### config.mk
export PLATFORM = sky130hd
export DESIGN_NAME = wb_sdram_arbiter
export DESIGN_NICKNAME = d
export VERILOG_FILES = /design/src/rtl/wb_sdram_arbiter.sv
export SDC_FILE = /design/constraint.sdc
export NUM_CORES = 1
export LEC_CHECK = 0
export ABC_AREA = 1
export CAP_MARGIN = 0
export CORE_AREA = 2 2 119 121
export DETAILED_ROUTE_END_ITERATION = 12
export DIE_AREA = 0 0 121 123
export GPL_ROUTABILITY_DRIVEN = 0
export PLACE_DENSITY = 0.74
export SLEW_MARGIN = 20
export SYNTH_ARGS = -nofsm -noshare
export SYNTH_HDL_FRONTEND = slang
export SYNTH_SLANG_ARGS = --single-unit
### constraint.sdc
create_clock -name sys_clk -period 2 [get_ports sys_clk]
set_input_delay 0.4 -clock sys_clk [delete_from_list [all_inputs] [get_ports sys_clk]]
set_output_delay 0.4 -clock sys_clk [all_outputs]
set_load 0.05 [all_outputs]
### src/rtl/wb_sdram_arbiter.sv
// Two-master Wishbone arbiter in front of the SDRAM controller slave port.
// Round-robin grant held for a whole bus cycle, with a stall watchdog.
module wb_sdram_arbiter #(
  parameter int dw     = 32,
  parameter int APP_AW = 26,
  parameter int TMO    = 255
) (
  input  logic              sys_clk,
  input  logic              sys_resetn,
  input  logic              sdr_init_done,
  input  logic              m0_wb_cyc_i,
  input  logic              m0_wb_stb_i,
  input  logic              m0_wb_we_i,
  input  logic [APP_AW-1:0] m0_wb_addr_i,
  input  logic [dw-1:0]     m0_wb_dat_i,
  input  logic [dw/8-1:0]   m0_wb_sel_i,
  input  logic [2:0]        m0_wb_cti_i,
  output logic              m0_wb_ack_o,
  output logic              m0_wb_err_o,
  output logic [dw-1:0]     m0_wb_dat_o,
  input  logic              m1_wb_cyc_i,
  input  logic              m1_wb_stb_i,
  input  logic              m1_wb_we_i,
  input  logic [APP_AW-1:0] m1_wb_addr_i,
  input  logic [dw-1:0]     m1_wb_dat_i,
  input  logic [dw/8-1:0]   m1_wb_sel_i,
  input  logic [2:0]        m1_wb_cti_i,
  output logic              m1_wb_ack_o,
  output logic              m1_wb_err_o,
  output logic [dw-1:0]     m1_wb_dat_o,
  output logic              wb_cyc_i,
  output logic              wb_stb_i,
  output logic              wb_we_i,
  output logic [APP_AW-1:0] wb_addr_i,
  output logic [dw-1:0]     wb_dat_i,
  output logic [dw/8-1:0]   wb_sel_i,
  output logic [2:0]        wb_cti_i,
  input  logic              wb_ack_o,
  input  logic [dw-1:0]     wb_dat_o,
  output logic [1:0]        gnt_o
);

  typedef enum logic [1:0] {IDLE = 2'd0, GNT0 = 2'd1, GNT1 = 2'd2, ABORT = 2'd3} state_t;

  localparam logic [15:0] TMO_LAST = 16'(TMO - 1);

  state_t      state_r, state_nxt;
  logic        last_r, last_nxt;
  logic        owner_r, owner_nxt;
  logic [15:0] wdog_r, wdog_nxt;
  logic        req0_s, req1_s, act0_s, act1_s, own_cyc_s, pick_s;

  assign req0_s    = m0_wb_cyc_i & m0_wb_stb_i;
  assign req1_s    = m1_wb_cyc_i & m1_wb_stb_i;
  assign act0_s    = (state_r == GNT0) & m0_wb_cyc_i;
  assign act1_s    = (state_r == GNT1) & m1_wb_cyc_i;
  assign own_cyc_s = (state_r == GNT1) ? m1_wb_cyc_i : m0_wb_cyc_i;
  // On a tie the master that was not served last wins.
  assign pick_s    = (req0_s & req1_s) ? ~last_r : req1_s;

  // State, round-robin pointer, owner and watchdog registers
  always_ff @(posedge sys_clk or negedge sys_resetn) begin
    if (!sys_resetn) begin
      state_r <= IDLE;
      last_r  <= 1'b1;
      owner_r <= 1'b0;
      wdog_r  <= 16'd0;
    end else begin
      state_r <= state_nxt;
      last_r  <= last_nxt;
      owner_r <= owner_nxt;
      wdog_r  <= wdog_nxt;
    end
  end

  // Next-state logic: arbitration, release, watchdog timeout
  always_comb begin
    state_nxt = state_r;
    last_nxt  = last_r;
    owner_nxt = owner_r;
    wdog_nxt  = wdog_r;
    case (state_r)
      IDLE: begin
        if (sdr_init_done && (req0_s || req1_s)) begin
          owner_nxt = pick_s;
          wdog_nxt  = 16'd0;
          state_nxt = pick_s ? GNT1 : GNT0;
        end else begin
          state_nxt = IDLE;
        end
      end
      GNT0, GNT1: begin
        if (!own_cyc_s) begin
          state_nxt = IDLE;
          last_nxt  = owner_r;
        end else if (wb_ack_o) begin
          wdog_nxt = 16'd0;
        end else if (wb_stb_i) begin
          wdog_nxt = wdog_r + 16'd1;
          // The stalled cycle that brings the count to TMO is the last one allowed.
          if (wdog_r >= TMO_LAST) begin
            state_nxt = ABORT;
          end else begin
            state_nxt = state_r;
          end
        end else begin
          wdog_nxt = wdog_r;
        end
      end
      ABORT: begin
        state_nxt = IDLE;
        last_nxt  = owner_r;
      end
      default: begin
        state_nxt = IDLE;
      end
    endcase
  end

  // Slave-side mux, ack/err routing and grant vector
  always_comb begin
    wb_cyc_i    = 1'b0;
    wb_stb_i    = 1'b0;
    wb_we_i     = 1'b0;
    wb_addr_i   = '0;
    wb_dat_i    = '0;
    wb_sel_i    = '0;
    wb_cti_i    = 3'd0;
    m0_wb_ack_o = 1'b0;
    m1_wb_ack_o = 1'b0;
    if (act0_s) begin
      wb_cyc_i    = 1'b1;
      wb_stb_i    = m0_wb_stb_i;
      wb_we_i     = m0_wb_we_i;
      wb_addr_i   = m0_wb_addr_i;
      wb_dat_i    = m0_wb_dat_i;
      wb_sel_i    = m0_wb_sel_i;
      wb_cti_i    = m0_wb_cti_i;
      m0_wb_ack_o = wb_ack_o;
    end else if (act1_s) begin
      wb_cyc_i    = 1'b1;
      wb_stb_i    = m1_wb_stb_i;
      wb_we_i     = m1_wb_we_i;
      wb_addr_i   = m1_wb_addr_i;
      wb_dat_i    = m1_wb_dat_i;
      wb_sel_i    = m1_wb_sel_i;
      wb_cti_i    = m1_wb_cti_i;
      m1_wb_ack_o = wb_ack_o;
    end else begin
      wb_cyc_i = 1'b0;
    end
    m0_wb_err_o = (state_r == ABORT) & ~owner_r;
    m1_wb_err_o = (state_r == ABORT) & owner_r;
    case (state_r)
      IDLE:    gnt_o = 2'b00;
      GNT0:    gnt_o = 2'b01;
      GNT1:    gnt_o = 2'b10;
      ABORT:   gnt_o = {owner_r, ~owner_r};
      default: gnt_o = 2'b00;
    endcase
  end

  assign m0_wb_dat_o = (state_r != IDLE) ? wb_dat_o : '0;
  assign m1_wb_dat_o = (state_r != IDLE) ? wb_dat_o : '0;

endmodule

==> impl_results.md <==
* CP Data Arrival Time at 1.69 ns
* Worst Path Required at 1.60 ns
* Final hold vios at 0
* DIE HEIGHT at 123 um
* CP most frequent cell: buf_12
* H-tree levels at 1
* Mapped cell area at 0.00290 mm^2
* First-pass GRT wire length at 23000 um
* Cells after Synth at 543
* Pre-Repair DR Iteration Count at 5
* Pleak at 0.00363 uW
* Seq/Total Area, Yosys at 17.3%
* Residual DRC count at 0
* Post-DP Area at 0.00620 mm^2
* Post-synthesis register bit count at 20
* Routed wl met2 at 8860 um
* CTS root buf: clkbuf_16
* Min-Delay Path Class: primary input to async pin
* Final instance area at 0.00773 mm^2
* CTS tree: yes
* Grt ovf at 0
* Commonest non-fill, non-tap cell in the layout: clkdlybuf4s50_1
* Core area at 0.0136 mm^2
* Final wirelength at 18200 um
* Violated checks: setup timing
* Yosys Warn Count at 0
* Vias per cell at 4.56
* Mean Syn Cell Area at 5.34 um^2
* Die outline width at 121 um
* Crit-path max cell delay at 0.44 ns
* Worst-path clk slew at 0.06 ns
* Clk sink count at 20
* Fmax achieved at 479 MHz
* GRT Total Usage at 19.8%
* FP Rows at 43
* Post-route ant nets at 0
* Power per Cell Area at 1320 mW/mm^2
* Critical-path cell list: inv_2, ha_4, nand2_4, inv_8, buf_12, buf_12, nand3_1, nand2_2, buf_8
* First DRT Iteration DRCs at 272
* Final Max Slew Viols at 0
* Clk_lat worst skew at 0.26 ns
* Crit Path Category: flip-flop to output pin
* Peak supply drop at 747 uV
* Count of final setup violators at 108
* Hpwl dp at 12600 um
* Antenna diodes at 0
* Largest net degree at the start of global routing at 25
* Layout area overhead at 167%
* Port Buffer Count at 309
* Clock Skew at 0.00373 ns
* Max-cap viol count at 0
* Highest routed layer: met4
* Cell variety after synth at 32
* WL per Instance at 17.8 um
* Initial antenna violation count at 0
* Max-slew headroom at 77.4%
* Commonest non-fill, non-tap cells in the layout: clkdlybuf4s50_1, nand2_1, nand2_2, nand3_1, buf_6
* Met3 wire length at 1950 um
* Least-Margin Pin Slew at 0.338 ns
* Crit-path slowest cell: dfrtp_2
* PnR worst setup slack at -0.0882 ns
* Via count at 4669
* Status: finished with violations
* Syn Nets at 721
* Die area at 0.0149 mm^2
* Period minus WS final at 2.09 ns
* Routed met1 length at 7150 um
* Vias in the first global route at 4050
* Maximum fanout along the worst path at 11
* Clock tree buffer depth at 2
* Hold WS at 0.486 ns
* CTS Buf Count at 3
* RSZ-0062 raised after global routing: yes
* Startpoint types: flip-flop
* Final period util at 104%
* Crit. End Element: output pin
* IO Count at 310
* FILL cells at 1160
* Final #Nets at 1024
* Proportion of layout cells with a drive suffix above 1 at 43.4%
* Initial Utilization at 21.3%
[flip-flops by register name (all words and copies together) (netlist names)]
| register | flops |
|---|---|
| state_r | 2 |
| last_r | 1 |
| owner_r | 1 |
| wdog_r | 16 |
[routing by layer]
layer	track usage, %	vias up
met5	0	-
met4	1.74	0
met3	8.16	21
met2	32.0	226
met1	25.8	2176
li1	-	2246
[worst paths after layout]
check,end,slack [ns],cells past startpoint,start
min in group sys_clk,last_r,0.49,2,last_r
hold / removal,wdog_r[3],0.49,2,sys_resetn
max in group asynchronous,last_r,1.22,2,sys_resetn
hold reg to reg,last_r,0.49,2,last_r
setup reg to reg,wdog_r[10],0.06,12,state_r[0]
setup / recovery,wb_addr_i[19],-0.09,9,state_r[0]
[synth_stat cells, drive strengths merged]
cell type  count  area (um^2)
nand3         85          430
nor2          60          235
dfrtp         19          475
buf           49          334
or2            1         6.26
ha             6         75.1
clkbuf        12         45.0
nor3           5         25.0
a31oi          1         6.26
inv           62          233
o21ai         18         97.6
nand2        209          800
a22oi          1         12.5
a21oi          3         18.8
xor2           3         26.3
nand3b         2         15.0
clkinv         1         5.00
and3           1         6.26
a31o           1         8.76
dfstp          1         26.3
nand4          3         18.8
[per-stage QoR]
step	cells	utilization, %	setup TNS [ns]	power (uW)	setup WS, ns
floorplan	543	-	-0.690	6010	-0.212
global placement	1000	45.5	-6.26	7940	-0.190
detailed placement	1000	45.5	-6.47	7970	-0.181
CTS	1014	51.4	-2.33	9360	-0.0791
global route	1025	56.8	-8.91	10600	-0.144
finish	1025	56.8	-2.48	10200	-0.0882
[repair_timing]
action,4_1_cts,5_1_grt
hold buffers,0,0
pin swaps,7,26
cloned,5,11
gates resized for setup,138,146
setup endpoints to repair,123,146
setup buffers,6,3
[worst max-delay path: cells and delay by family, from the launching register on]
family,cells,cell delay (ns)
adders and majority gates,1,0.14
and+or+nand+nor,3,0.28
buffers and inverters,5,0.56
DFF,1,0.44
[report_power, final]
group	total, uW	leakage (uW)	internal, uW	switching, uW
Sequential	514	0.000271	459	55.0
Clock	431	0.0000382	272	159
Combinational	9250	0.00332	3420	5830
Total	10200	0.00363	4150	6040
[kinds of logic (layout without fill, tap and decap cells)]
kind of cell | count (synthesis) | in the layout | synth area share, %
and+or+nand+nor | 366 | 366 | 53.0
DFF | 20 | 20 | 17.3
buffers and inverters | 124 | 426 | 21.3
xor gates and xnor gates | 3 | 3 | 0.906
adders and majority gates | 6 | 6 | 2.59
AOI/OAI and AO/OA | 24 | 24 | 4.96
[final cells by class]
class | instances | area, um^2 | share of cell area (%)
Clock buffer | 4 | 78.8 | 1.02
Inverter | 63 | 256 | 3.32
Multi-Input combinational cell | 399 | 2620 | 33.9
Sequential cell | 20 | 503 | 6.50
Tap cell | 180 | 225 | 2.91
Timing Repair Buffer | 358 | 4040 | 52.2
Timing Repair inverter | 1 | 16.3 | 0.210
Note: power is estimated with default switching activity, not from simulation.
